--- src/rtl/audio_sample_packet_decoder.sv ---
// -----------------------------------------------------------------------------
// audio_sample_packet_decoder
//
// Sink-side decoder for HDMI Audio Sample Packets (2-channel layout only).
// One packet per packet_valid strobe: recovers the L/R sample words and the
// per-channel V/U bits, checks IEC 60958 even parity, tracks the 192-frame
// block position from the B flag and assembles both 192-bit channel status
// blocks from the C bits. Subpackets 1-3 are not used.
//
// Ports
//   packet_clk        in   1    sole clock, rising edge
//   reset_n           in   1    asynchronous active-low reset
//   packet_valid      in   1    strobe: header/sub0 hold one packet
//   header            in   16   [12]=layout [8]=sample_present[0] [4]=B [0]=flat
//   sub0              in   56   [55:32]=ch0 word [31:8]=ch1 word
//                               [7:4]={P1,C1,U1,V1} [3:0]={P0,C0,U0,V0}
//   sample_valid      out  1    pulse: new sample pair on outputs
//   sample_l/_r       out  24   channel 0 / channel 1 word (0 when flat)
//   valid_bit         out  2    {V1,V0} of last accepted frame
//   user_bit          out  2    {U1,U0} of last accepted frame
//   parity_error      out  2    per-channel parity fail, qualified by sample_valid
//   frame_index       out  8    block index of last accepted frame (0 when unlocked)
//   locked            out  1    block framing synchronised
//   sync_error        out  1    pulse on framing loss / early block start
//   unsupported       out  1    pulse: packet dropped because layout=1
//   channel_status_l  out  192  completed ch0 status block, bit k = C0 of frame k
//   channel_status_r  out  192  completed ch1 status block, bit k = C1 of frame k
//   cs_valid          out  1    pulse: channel_status_l/r updated
// -----------------------------------------------------------------------------
module audio_sample_packet_decoder #(
  parameter bit CS_REQUIRE_MATCH = 1'b1
) (
  input  logic         packet_clk,
  input  logic         reset_n,
  input  logic         packet_valid,
  input  logic [15:0]  header,
  input  logic [55:0]  sub0,
  output logic         sample_valid,
  output logic [23:0]  sample_l,
  output logic [23:0]  sample_r,
  output logic [1:0]   valid_bit,
  output logic [1:0]   user_bit,
  output logic [1:0]   parity_error,
  output logic [7:0]   frame_index,
  output logic         locked,
  output logic         sync_error,
  output logic         unsupported,
  output logic [191:0] channel_status_l,
  output logic [191:0] channel_status_r,
  output logic         cs_valid
);

  localparam logic [7:0]   LAST_IDX    = 8'd191;
  // Channel-number field of the status block; allowed to differ between L and R.
  localparam logic [191:0] CH_NUM_MASK = {168'd0, 4'hF, 20'd0};

  typedef enum logic {
    UNSYNC = 1'b0,
    SYNC   = 1'b1
  } state_t;

  state_t state, state_next;

  // Field extraction
  logic        layout, present, b_flag, flat;
  logic [23:0] word0, word1;
  logic        v0, u0, c0, p0, v1, u1, c1, p1;
  logic        accept;
  logic        unused_hdr;

  assign layout  = header[12];
  assign present = header[8];
  assign b_flag  = header[4];
  assign flat    = header[0];
  assign word0   = sub0[55:32];
  assign word1   = sub0[31:8];
  assign {p1, c1, u1, v1} = sub0[7:4];
  assign {p0, c0, u0, v0} = sub0[3:0];
  assign unused_hdr = ^{header[15:13], header[11:9], header[7:5], header[3:1]};

  assign accept = packet_valid & ~layout & present;

  // Framing control
  logic [7:0]   idx_next;
  logic         store;
  logic         sync_err;
  logic [191:0] shadow_l, shadow_r;
  logic [191:0] shadow_l_next, shadow_r_next;
  logic         cs_match, cs_update;

  // NOTE: every output of this block is given a default before any branch, so
  // no path leaves a signal unassigned and no latch can be inferred.
  always_comb begin
    state_next = state;
    idx_next   = frame_index;
    store      = 1'b0;
    sync_err   = 1'b0;
    if (accept) begin
      unique case (state)
        UNSYNC: begin
          // Frames seen before the first B are discarded; index stays 0.
          if (b_flag) begin
            state_next = SYNC;
            idx_next   = 8'd0;
            store      = 1'b1;
          end
        end
        SYNC: begin
          if (frame_index == LAST_IDX) begin
            // The block must wrap exactly here; a missing B means lost framing.
            idx_next = 8'd0;
            if (b_flag) begin
              store = 1'b1;
            end else begin
              state_next = UNSYNC;
              sync_err   = 1'b1;
            end
          end else if (b_flag) begin
            // Early block start: resynchronise on the new B.
            idx_next = 8'd0;
            store    = 1'b1;
            sync_err = 1'b1;
          end else begin
            idx_next = frame_index + 8'd1;
            store    = 1'b1;
          end
        end
        default: state_next = UNSYNC;
      endcase
    end
  end

  always_comb begin
    shadow_l_next = shadow_l;
    shadow_r_next = shadow_r;
    if (store) begin
      shadow_l_next[idx_next] = c0;
      shadow_r_next[idx_next] = c1;
    end
  end

  assign cs_match  = ((shadow_l_next ^ shadow_r_next) & ~CH_NUM_MASK) == '0;
  // The block completes with the frame that stores index 191, so the
  // published value includes that frame's own C bits.
  assign cs_update = store && (idx_next == LAST_IDX) && (!CS_REQUIRE_MATCH || cs_match);

  // State register
  // NOTE: sequential state uses non-blocking assignments so every register
  // samples the pre-edge value of every other register.
  always_ff @(posedge packet_clk or negedge reset_n) begin
    if (!reset_n) state <= UNSYNC;
    else          state <= state_next;
  end

  assign locked = (state == SYNC);

  // Datapath and per-frame outputs
  // NOTE: the shadow status registers are reset along with everything else so
  // a block assembled after reset never carries bits from before it.
  always_ff @(posedge packet_clk or negedge reset_n) begin
    if (!reset_n) begin
      sample_valid     <= 1'b0;
      sample_l         <= '0;
      sample_r         <= '0;
      valid_bit        <= '0;
      user_bit         <= '0;
      parity_error     <= '0;
      frame_index      <= '0;
      sync_error       <= 1'b0;
      unsupported      <= 1'b0;
      cs_valid         <= 1'b0;
      shadow_l         <= '0;
      shadow_r         <= '0;
      channel_status_l <= '0;
      channel_status_r <= '0;
    end else begin
      sample_valid <= accept;
      unsupported  <= packet_valid & layout;
      sync_error   <= sync_err;
      cs_valid     <= cs_update;
      frame_index  <= idx_next;
      shadow_l     <= shadow_l_next;
      shadow_r     <= shadow_r_next;
      if (accept) begin
        valid_bit <= {v1, v0};
        user_bit  <= {u1, u0};
        if (flat) begin
          sample_l     <= '0;
          sample_r     <= '0;
          parity_error <= '0;
        end else begin
          sample_l     <= word0;
          sample_r     <= word1;
          parity_error <= {^{word1, v1, u1, c1, p1}, ^{word0, v0, u0, c0, p0}};
        end
      end
      if (cs_update) begin
        channel_status_l <= shadow_l_next;
        channel_status_r <= shadow_r_next;
      end
    end
  end

endmodule

--- config.mk ---
export PLATFORM = sky130hd
export DESIGN_NAME = audio_sample_packet_decoder
export DESIGN_NICKNAME = d
export VERILOG_FILES = /design/src/rtl/audio_sample_packet_decoder.sv
export SDC_FILE = /design/constraint.sdc
export NUM_CORES = 1
export LEC_CHECK = 0
export CAP_MARGIN = 25
export CORE_MARGIN = 4
export CORE_UTILIZATION = 45
export CTS_BUF_LIST = sky130_fd_sc_hd__clkbuf_16
export DETAILED_ROUTE_END_ITERATION = 10
export PLACE_DENSITY = 0.67
export SLEW_MARGIN = 40
export SYNTH_ARGS = -nofsm -noshare
export SYNTH_HDL_FRONTEND = slang
export SYNTH_SLANG_ARGS = --single-unit
--- constraint.sdc ---
create_clock -name packet_clk -period 5.7 [get_ports packet_clk]
set_input_delay 0.57 -clock packet_clk [delete_from_list [all_inputs] [get_ports packet_clk]]
set_output_delay 0.57 -clock packet_clk [all_outputs]
set_load 0.01 [all_outputs]
## Yosys cells after proc, flatten, opt, wreduce, memory -nomap -nowiden

Index checks and enable logic that the tools add are counted.

| word-level totals | value |
|---|---|
| output and inout bits | 451 |
| register bits after elaboration | 835 |

| operators by class | value |
|---|---|
| $add $sub $neg | 1 |
| reductions and logical operators | 6 |
| eq/ne operators | 2 |
| $lt $le $gt $ge | 2 |
| muxes and demuxes | 22 |
| bitwise gates (word level) | 6 |

Operators with widths:

| cell | count |
|---|---|
| $bwmux W192 | 2 |
| $mux W192 | 2 |
| $logic_not A192 Y1 | 1 |
| $xor A192 B192 Y192 | 1 |
| $reduce_xor A28 Y1 | 2 |
| $mux W24 | 2 |
| $mux W8 | 4 |
| $eq A8 B8 Y1 const B | 2 |
| $pmux W8 S2 | 1 |
| $lt A8 B9 Y1 const B | 1 |
| $add A8 B1 Y8 const B | 1 |
| $demux W1 S8 | 1 |
| $ge A8 B1 Y1 const B | 1 |
| $mux W1 | 8 |
| $and A1 B1 Y1 | 3 |
| $logic_and A1 B1 Y1 | 3 |
| $mux W2 | 1 |
| $not A1 Y1 | 2 |
| $pmux W1 S2 | 1 |

## Depth between registers and ports, before layout

Gate-level depths: netlist (run 1).

| depth | value |
|---|---|
| depth in word-level cells | 14 |
| depth in mapped cells | 22 |

## Worst setup path before layout (run 1)

OpenSTA, ideal clock, no wires.

| timing | value |
|---|---|
| path type | flip-flop to flip-flop |
| from | reg frame_index[1] |
| to | reg channel_status_l[140] |
| path slack | 0.668 ns |
| data arrival time | 4.905 ns |
| required time | 5.572 ns |
| stages on the path, launching flop included | 21 |
| path buffers | 4 |
| period minus slack after synthesis | 5.032 ns |
| setup time | 0.128 ns |
| cell sequence | dfrtp_1 ha_1 clkbuf_1 nand3_1 inv_2 buf_4 ha_1 nor2b_1 nand2_1 nor4_1 nand3_1 nor3_1 mux2i_1 o21ai_0 nor4_1 or4b_1 nor4_2 nand4_2 buf_4 buf_6 mux2_1 |

| on the way | value |
|---|---|
| word-level cells in the longest chain between the ends | 14 |
| elaborated cells between the ends (all ways) | 24 |
| classes of those cells | add/sub: 1; order compare: 2; eq/ne: 2; mux: 14; bitwise: 1; reduce/logical: 4 |

Ends and longest elaborated chain:

| element | RTL line | text |
|---|---|---|
| from (decl) | 44 | `output logic [7:0] frame_index,` |
| from (signal assigned) | 181 | `frame_index <= idx_next;` |
| $add A8 B1 Y8 | 124 | `idx_next = frame_index + 8'd1;` |
| $mux W8 | 118 | `end else if (b_flag) begin` |
| $mux W8 | 109 | `if (frame_index == LAST_IDX) begin` |
| $pmux W8 S2 | 99 | `unique case (state)` |
| $mux W8 | 98 | `if (accept) begin` |
| $lt A8 B9 Y1 (implied by the code) or $ge A8 B1 Y1 (tied branches) | 137, 138 |  |
| $logic_and A1 B1 Y1 (implied by the code) | 137, 138 |  |
| $mux W1 (implied by the code) | 137, 138 |  |
| $demux W1 S8 | 137, 138 |  |
| $bwmux W192 (on tied branches) | 137, 138 |  |
| $mux W192 | 136 | `if (store) begin` |
| $xor A192 B192 Y192 | 142 | `assign cs_match = ((shadow_l_next ^ shadow_r_next) & ~CH_NUM_MASK) == '0;` |
| $logic_not A192 Y1 | 142 |  |
| $logic_and A1 B1 Y1 | 145 | `assign cs_update = store && (idx_next == LAST_IDX) && (!CS_REQUIRE_MATCH \|\| cs_match);` |
| to (signal assigned) | 198 | `channel_status_l <= shadow_l_next;` |
| to (decl) | 48 | `output logic [191:0] channel_status_l,` |

Parallel ways exist; a longest one is shown, timed or not.
A chain may end at the register's enable or synchronous reset.

## Final worst setup path (run 1)

| timing | value |
|---|---|
| from | in packet_valid |
| to | reg channel_status_l[160] |

| on the way | value |
|---|---|
| word-level cells in the longest chain between the ends | 12 |
| elaborated cells between the ends (all ways) | 18 |
| classes of those cells | order compare: 2; eq/ne: 1; mux: 8; bitwise: 3; reduce/logical: 4 |

Ends and longest elaborated chain:

| element | RTL line | text |
|---|---|---|
| from (decl) | 35 | `input logic packet_valid,` |
| $and A1 B1 Y1 * (2 in series) | 81 | `assign accept = packet_valid & ~layout & present;` |
| $mux W8 | 98 |  |
| $lt A8 B9 Y1 (implied by the code) or $ge A8 B1 Y1 (tied branches) | 137, 138 |  |
| $logic_and A1 B1 Y1 (implied by the code) | 137, 138 |  |
| $mux W1 (implied by the code) | 137, 138 |  |
| $demux W1 S8 | 137, 138 |  |
| $bwmux W192 (on tied branches) | 137, 138 |  |
| $mux W192 | 136 |  |
| $xor A192 B192 Y192 | 142 |  |
| $logic_not A192 Y1 | 142 |  |
| $logic_and A1 B1 Y1 | 145 |  |

Every way passes the cells marked *; elsewhere a longest branch is shown, timed or not.

==> implementation parameters, run 1 <==
Parameter                              Value

Worst setup path
  R2r endpoint ... channel_status_l[160]
  Arrival @ worst endpoint ... 6.21 ns
  Length in cells of the worst reg-to-reg path ... 21
  CP endpoint kind ... flip-flop
  Highest fanout seen on the critical path ... 26
  R2r startpoint ... frame_index[2]
  Nature of the critical path startpoint ... primary input
  Minimum setup slack among reg-to-reg paths ... 0.10 ns
  Data required, critical path ... between 6 and 7 ns
  Crit Path Class ... primary input to flip-flop

Placement
  IO buf count ... slightly above 500
  Placed inst area ... 53000 um^2
  Pre-CTS WS ... -0.500 ns
  Detail Placement HPWL ... 156 mm
  Instance count after placement with tap cells included ... between 5000 and 6000
  Placer's final routability congestion estimate ... around 1.1

Clocking
  Clock-pin slew of the registers on the worst-case setup and hold paths ... roughly 0.07 ns
  Clock sink count ... 835
  Clock insertion delay at the later pin of the skew report ... 0.69 ns
  H-tree levels ... 3
  Root buffer selected by CTS ... clkbuf_16
  TritonCTS clock tree ... built
  Num CTS Buffers ... 89
  Number of buffers between clock root and the deepest sink ... 3

Timing
  Finish-stage setup viols ... 0
  Worst Tran Pin Value ... between 0.9 and 1 ns
  Post-Route Skew ... 0.0289 ns
  Final critical-path required period ... 5.64 ns
  Number of hold violations in the final report ... 0
  Upper clock frequency limit ... 177 MHz
  Setup slack after layout ... 0.0586 ns
  Share of the cycle needed by the critical path after routing ... 0.990
  Slew Viols, Final ... 0
  Relative slew slack ... 0.379
  Tightest hold margin ... about 0.34 ns

Power
  Power per cell area ... between 200 and 250 nW/um^2
  Maximum VDD drop ... 0.378 mV
  Cell leakage power ... 27.5 nW

Die
  Core area ... around 90000 um^2
  Die area ... 95500 um^2
  Row cnt ... 110
  Die H ... 309 um
  Initial core utilization ... 0.453
  Number of primary I/O pins ... around 530
  X dimension of the die ... about 310 um

Synthesis
  Number of cells produced by synthesis ... 3405
  Dominant combinational cell family by area after synthesis ... multiplexers
  Area fraction in and, or, nand and nor cells after synthesis ... 0.136
  Parity-gate share of the synthesized area counting xor and xnor cells ... 0.0316
  Per-instance average area after synthesis ... 12.0 um^2
  Synth Area in Compound Gates ... 0.0750
  Distinct cells, synth ... 91
  Syn_nets ... 3482
  Number of synthesized flops with an enable pin ... 0
  Cell area after technology mapping ... 40800 um^2
  Most frequently used flop master after synthesis ... dfrtp_1
  Post-synthesis async set-or-reset flop share ... 1.00
  Post-Synth Adder-Cell Area ... 0.000614
  Multiplexer area fraction after synthesis ... 0.213
  Proportion of synthesized chip area in sequential cells ... 0.512
  Count of synthesis-stage warnings from yosys ... 0
  Register bit count reported by yosys ... 835

GRT
  Grt total ovfl ... 0
  Global-route wire length before repair ... ~270 mm
  Global routing usage summed across all routing layers ... 0.406
  Vias in the first global route ... 35000
  Antenna violations before repair ... 16
  Largest net degree at the start of global routing ... 153

Routing
  Via-per-instance ratio ... about 6.0
  DRC Markers ... 0
  Wirelength, routed ... 198 mm
  Number of violations reported at the end of detailed-routing iteration 0 ... 3939
  Detailed-router iteration count before antenna repair ... 7
  Vias ... roughly 35000
  Remaining number of nets flagged by the antenna check after routing ... 0
  DR WL/cell ... approximately 34 um

Finish
  Net total in the final layout ... 4716
  Post-Route Utilization ... 0.627
  Syn-to-layout area delta ... 38.3%
  Post-layout instance area ... ~56000 um^2
  Share of cells above drive strength 1 ... 0.358
  Number of non-filler instances in the completed layout ... 5893

Min path
  Start point of the worst min-delay path ... sub0[6]
  Number of cells traversed by the worst hold path ... 3
  Hold Path Class ... primary input to flip-flop
  End of the worst hold path ... shadow_r[134]

Job
  Total of max-cap violations ... 0

Status
  Status ... finished clean
[state kept, by name, indices dropped and copies added (netlist names)]
register and cells:
unsupported 1, locked 1, shadow_r 192, parity_error 2, valid_bit 2, cs_valid 1, shadow_l 192, user_bit 2
sample_l 24, sync_error 1, channel_status_l 192, channel_status_r 192, frame_index 8, sample_valid 1, sample_r 24
[cells in the final DEF (no fill, tap or decap), types with 10 or more instances in the layout]
cell / synthesis / layout
nor2b_1: 28 / 28
mux2_2: 273 / 273
mux2_4: 354 / 354
o21ai_1: 5 / 10
clkdlybuf4s50_1: 0 / 510
buf_4: 10 / 771
a21oi_1: 64 / 64
o2111ai_1: 11 / 11
nand3b_1: 81 / 81
nor3_1: 69 / 66
a32oi_1: 21 / 19
a211oi_1: 14 / 11
xnor2_1: 103 / 102
inv_1: 50 / 69
buf_12: 0 / 38
bufinv_16: 0 / 15
clkbuf_16: 0 / 92
dfrtp_1: 835 / 834
nor3b_1: 22 / 21
nand2_1: 383 / 382
or3b_2: 10 / 10
nor3_2: 11 / 12
o211ai_1: 17 / 17
o21ai_0: 178 / 173
nand4_1: 59 / 59
mux2i_1: 22 / 22
xor2_1: 44 / 43
nor4_4: 3 / 10
nor4_1: 53 / 46
nand3_1: 91 / 88
nor4_2: 10 / 10
nor2_1: 129 / 121
clkinv_1: 2 / 13
nand2b_1: 33 / 33
o22ai_1: 17 / 17
a31oi_1: 26 / 26
[timing repair]
| item | in CTS | in global routing |
|---|---|---|
| endpoints found under the hold margin | 75 | 0 |
| buffers inserted | 0 | 12 |
| endpoints found under the setup margin | 0 | 384 |
| hold buffers | 1 | 0 |
| resized for setup | 0 | 42 |
[cell type report]
cell class / count / area, um^2
fill: 7232 / 33600
sequential: 835 / 20900
multi-input combinational: 2322 / 18900
timing repair buffer: 1332 / 11900
clock buffer: 90 / 2250
tap: 1176 / 1470
clock inverter: 71 / 752
inverter: 59 / 221
antenna: 8 / 20.0
[synthesized netlist by cell type, types with 10 or more instances]
cell,number,share of area
clkbuf_1,107,0.0098
buf_6,39,0.011
nor3_2,11,0.0027
a31oi_1,26,0.0040
a2111oi_0,10,0.0021
nor4_2,10,0.0031
nand3_1,91,0.011
a221oi_1,11,0.0024
mux2_2,273,0.075
o2111ai_1,11,0.0024
a21oi_1,64,0.0079
nand2b_1,33,0.0051
nand3b_1,81,0.015
buf_4,10,0.0018
inv_1,50,0.0046
buf_2,20,0.0025
o21ai_0,178,0.022
nor2b_1,28,0.0043
nor3b_1,22,0.0040
a32oi_1,21,0.0045
xor2_1,44,0.0094
xnor2_1,103,0.022
o22ai_1,17,0.0026
nor2_1,129,0.012
mux2_4,354,0.13
mux2i_1,22,0.0054
nor3_1,69,0.0085
a211oi_1,14,0.0026
or3b_2,10,0.0021
buf_1,13,0.0012
nor4_1,53,0.0081
dfrtp_1,835,0.51
nand2_1,383,0.035
nand4_1,59,0.0090
o211ai_1,17,0.0031
[cell families after synthesis]
kind of cell               count (synthesis)
AOI/OAI and AO/OA                        464
and+or+nand+nor                         1054
buffers and inverters                    248
DFF                                      835
muxes                                    655
xor gates and xnor gates                 147
adders and majority gates                  2
[metrics by stage]
stage                     power [mW]  setup TNS, ns
final                           13.4              0
after floorplan                 6.67              0
after global routing            13.8        -0.0205
after detailed placement        7.45        -165.55
after global placement          7.44        -234.83
after CTS                       13.5              0
[worst max-delay path: stages]
cell and delay, ns:
clkdlybuf4s50_1 0.59, nand3b_4 0.16, inv_2 0.11, o21ai_1 0.13, buf_4 0.18, a32oi_2 0.24, inv_2 0.17, buf_4 0.23
buf_4 0.18, nor3_2 0.24, buf_4 0.33, buf_4 0.24, nand3_1 0.17, a31oi_1 0.38, nand4_1 0.16, nor4_1 0.38
nand4_1 0.17, nor4_2 0.30, buf_4 0.21, nand4_4 0.15, buf_12 0.22, buf_4 0.25, mux2_1 0.32
[where the power goes]
group | leakage [nW] | switching, mW | internal, mW | total [mW]
logic | 14.5 | 0.805 | 0.515 | 1.32
clock network | 1.52 | 2.47 | 3.55 | 6.02
registers | 11.5 | 0.0598 | 6.02 | 6.08
[worst max-delay path by stage]
stage                        start                    end  slack, ns  cells after the start
detailed placement    packet_valid   channel_status_l[46]      -0.50                     23
global route          packet_valid  channel_status_r[122]     -0.004                     24
floorplan           frame_index[1]  channel_status_l[140]       0.67                     20
finish                packet_valid  channel_status_l[160]       0.06                     23
CTS                 frame_index[2]   channel_status_l[46]      0.003                     20
global placement      packet_valid  channel_status_l[160]      -0.66                     21
[per-layer routing]
layer  part of all wire  wire length, um  global-route usage  up-vias
li1                   -                -                   -    14800
met1               0.40            79900               0.536    17900
met2               0.43            85400               0.606     1959
met3              0.090            17700              0.0964      536
met4              0.074            14700               0.250        8
met5            0.00032               64                   0        -
Power figures use the tool's default switching activity.
==> inputs of run 2 (changes only) <==
--- a/config.mk
+++ b/config.mk
@@ -5,7 +5,9 @@
 export SDC_FILE = /design/constraint.sdc
 export NUM_CORES = 1
 export LEC_CHECK = 0
+export ABC_AREA = 1
 export CAP_MARGIN = 25
+export CORE_ASPECT_RATIO = 1.4
 export CORE_MARGIN = 4
 export CORE_UTILIZATION = 45
 export CTS_BUF_LIST = sky130_fd_sc_hd__clkbuf_16
==> run 2 against run 1 <==
Sequential share of layout area grew 2.9 points. Critical path type is now flip-flop to flip-flop. First-iteration DRC count shrank 11%. Sequential power hardly changed. Register-to-register slack gained 0.65 ns. Final cell count grew 30%. Sequential cell count unchanged. Power shrank 0.41%. Hold slack gained 0.0042 ns. Largest power group unchanged. Critical path depth rose by 3.
==> implementation parameters, run 2 <==
Parameter                              Value

Die
  Initial core utilization ... 0.453
  Core area ... slightly above 90000 um^2
  Die H ... about 370 um
  Row cnt ... 132
  Die area ... around 98000 um^2
  Number of primary I/O pins ... between 500 and 600
  X dimension of the die ... roughly 270 um

Timing
  Upper clock frequency limit ... slightly above 200 MHz
  Worst Tran Pin Value ... 0.768 ns
  Relative slew slack ... 0.488
  Final critical-path required period ... 4.95 ns
  Post-Route Skew ... 0.0329 ns
  RSZ-0062 raised after global routing ... no
  Number of hold violations in the final report ... 0
  Finish-stage setup viols ... 0
  Final TNS setup ... 0 ns
  Slew Viols, Final ... 0
  Share of the cycle needed by the critical path after routing ... 0.869

Job
  Total of max-cap violations ... 0

Power
  Comb pwr share ... 0.097
  Net switching fraction of the power ... 0.258
  Cell leakage power ... 27.8 nW
  Power consumption ... about 13 mW
  Part of the total power dissipated in sequential elements ... 0.457
  Power per cell area ... 255 nW/um^2
  Maximum VDD drop ... 0.179 mV
  Clock share of power ... 0.447
  Internal Power ... 9.93 mW
  Net switching power figure ... approximately 3.4 mW

GRT
  Global routing usage summed across all routing layers ... 0.298
  Global-route track usage on met2 ... 0.479
  Vias in the first global route ... 37800
  Grt total ovfl ... 0
  Antenna violations before repair ... 2
  Global-route wire length before repair ... 226 mm
  Global-route met3 utilization ... 0.0496
  Most crowded layer after global routing ... met2
  Largest net degree at the start of global routing ... 149
  Global routing met1 resource utilization ... 0.375

Synthesis
  Top cell type's share of synthesized area ... 0.499
  Number of synthesized flops with an enable pin ... 0
  Dominant cell by count in the synthesized netlist ... nand2_1
  Syn_nets ... roughly 6000
  Top cells by area, synth ... dfrtp_1 50%, nand2_1 27%, nand3_1 7.7%
  Count of synthesis-stage warnings from yosys ... 0
  Number of cells produced by synthesis ... 5874
  Post-synthesis async set-or-reset flop share ... 1.00
  Distinct cells, synth ... 30
  Most frequently used flop master after synthesis ... dfrtp_1
  Register bit count reported by yosys ... 835
  Cell type with the highest aggregate area in the netlist ... dfrtp_1
  Cell area after technology mapping ... between 40000 and 50000 um^2
  Most common library cells after synthesis ... 3059 x nand2_1, 835 x dfrtp_1, 645 x nand3_1
  Per-instance average area after synthesis ... 7.12 um^2
  Proportion of synthesized chip area in sequential cells ... 0.499

Clocking
  Root buffer selected by CTS ... clkbuf_16
  TritonCTS clock tree ... built
  H-tree levels ... 3
  Post-CTS Setup Bufs ... 0
  Post-CTS Resized ... 0
  Clock insertion delay at the later pin of the skew report ... 0.69 ns
  Num CTS Buffers ... 87
  CTS Hold Bufs ... 1
  Clock-pin slew of the registers on the worst-case setup and hold paths ... 0.06 ns
  Number of buffers between clock root and the deepest sink ... 3
  Clock sink count ... 835

Status
  Status ... finished clean

Finish
  Share of cells above drive strength 1 ... 0.0629
  Sequential cell area ... 20900 um^2
  Number of non-filler instances in the completed layout ... 7646
  Syn-to-layout area delta ... 25.1%
  Post-Route Utilization ... 0.566
  Total area of multi-input combinational cells ... 18000 um^2
  Fillcell total ... 8668
  Net total in the final layout ... 6447
  Most common library cell in the layout ignoring fill and taps ... nand2_1
  Commonest cells after routing, fill and taps aside ... 3059 x nand2_1, 835 x dfrtp_1, 645 x nand3_1, 510 x clkdlybuf4s50_1, 441 x inv_1
  Post-layout instance area ... roughly 52000 um^2

Routing
  Via-per-instance ratio ... 5.17
  DRC Markers ... 0
  Number of violations reported at the end of detailed-routing iteration 0 ... about 3500
  Remaining number of nets flagged by the antenna check after routing ... 0
  Detailed-router iteration count before antenna repair ... 8
  Vias ... ~40000
  Wirelength, routed ... about 150 mm
  DR WL/cell ... around 19 um

Worst setup path
  Data required, critical path ... about 6.3 ns
  Highest fanout seen on the critical path ... 128
  Nature of the critical path startpoint ... flip-flop
  CP endpoint kind ... flip-flop
  Arrival @ worst endpoint ... 5.50 ns
  Crit Path Class ... flip-flop to flip-flop

Placement
  Placed inst area ... 49400 um^2
  IO buf count ... 513
  Placer's final routability congestion estimate ... 0.987
  Detail Placement HPWL ... around 110 mm
  Instance count after placement with tap cells included ... 7485

Min path
  Hold Path Class ... primary input to flip-flop
-- run 2: cell types whose count changed in the layout (fill, tap and decap cells not counted), sizes merged, moves of 61 or more --
| cell | change |
|---|---|
| buf | -635 |
| nand2 | +2691 |
| nand3b | -82 |
| nor3 | -79 |
| xnor2 | -61 |
| a21oi | -61 |
| nand3 | +553 |
| nor2 | +126 |
| mux2 | -633 |
| nor4 | -66 |
| inv | +384 |
-- run 2: layout make-up --
| class | count | share of cell area |
|---|---|---|
| tap | 1206 | 0.0288 |
| inverter | 466 | 0.0336 |
| sequential | 835 | 0.399 |
| antenna | 1 | 0.0000478 |
| clock inverter | 69 | 0.0135 |
| multi-input combinational | 4285 | 0.343 |
| timing repair buffer | 695 | 0.139 |
| clock buffer | 89 | 0.0425 |
-- run 2: power groups by stage --
stage               Sequential [mW]  Clock [mW]  Combinational (mW)
floorplan                      6.24           0               0.587
global placement               6.21           0                1.27
detailed placement             6.22           0                1.28
CTS                            6.11        6.09                1.29
global route                   6.12        6.33                1.40
finish                         6.11        5.97                1.29
-- run 2: path summary, 6_finish.rpt --
path	from	end	slack (ns)	cells after the start
worst max-delay path	frame_index[0]	channel_status_r[189]	0.75	26
worst min-delay path	sub0[6]	shadow_r[96]	0.35	3
worst max register to register	frame_index[0]	channel_status_r[189]	0.75	26
worst min register to register	channel_status_r[22]	channel_status_r[22]	0.47	2
max in group asynchronous	reset_n	shadow_r[68]	3.75	4
min in group asynchronous	reset_n	channel_status_l[130]	0.53	2
-- run 2: critical path: stages, from the launching register on --
cell     delay, ns
dfrtp_1       0.47
ha_1          0.26
nand2_2       0.12
nor2_2        0.05
nand2_2       0.11
inv_1         0.06
ha_1          0.19
nand2_1       0.07
nand2_1       0.06
nor2_1        0.21
nand2_2       0.19
nor2_4        0.43
buf_4         0.36
nand2_1       0.15
o21ai_1       0.28
nand2_1       0.09
nand2_1       0.11
nand2_1       0.08
nor2_1        0.31
nand2_1       0.11
nor2_1        0.11
nand2_1       0.06
nor2_1        0.18
nand3_4       0.15
buf_12        0.24
nand2_1       0.16
nand2_1       0.06
-- run 2: cells by family after synthesis --
family | after synthesis | synth area share
and+or+nand+nor | 4006 | 0.384
DFF | 835 | 0.499
buffers and inverters | 754 | 0.0728
AOI/OAI and AO/OA | 221 | 0.0314
xor gates and xnor gates | 56 | 0.0117
adders and majority gates | 2 | 0.000598
-- run 2: through the flow --
| stage | hold WS, ns | setup slack (ns) |
|---|---|---|
| after CTS | 0.294 | 0.796 |
| final | 0.347 | 0.749 |
| after global routing | 0.349 | 0.348 |
| after floorplan | 0.274 | 2.10 |
| after global placement | 0.452 | 0.483 |
| after detailed placement | 0.457 | 0.411 |
-- run 2: layer usage --
metal	vias to the layer above	wire, um
met5	-	18
met4	2	10700
met3	394	10100
met2	1456	69100
met1	18500	58300
li1	19200	-
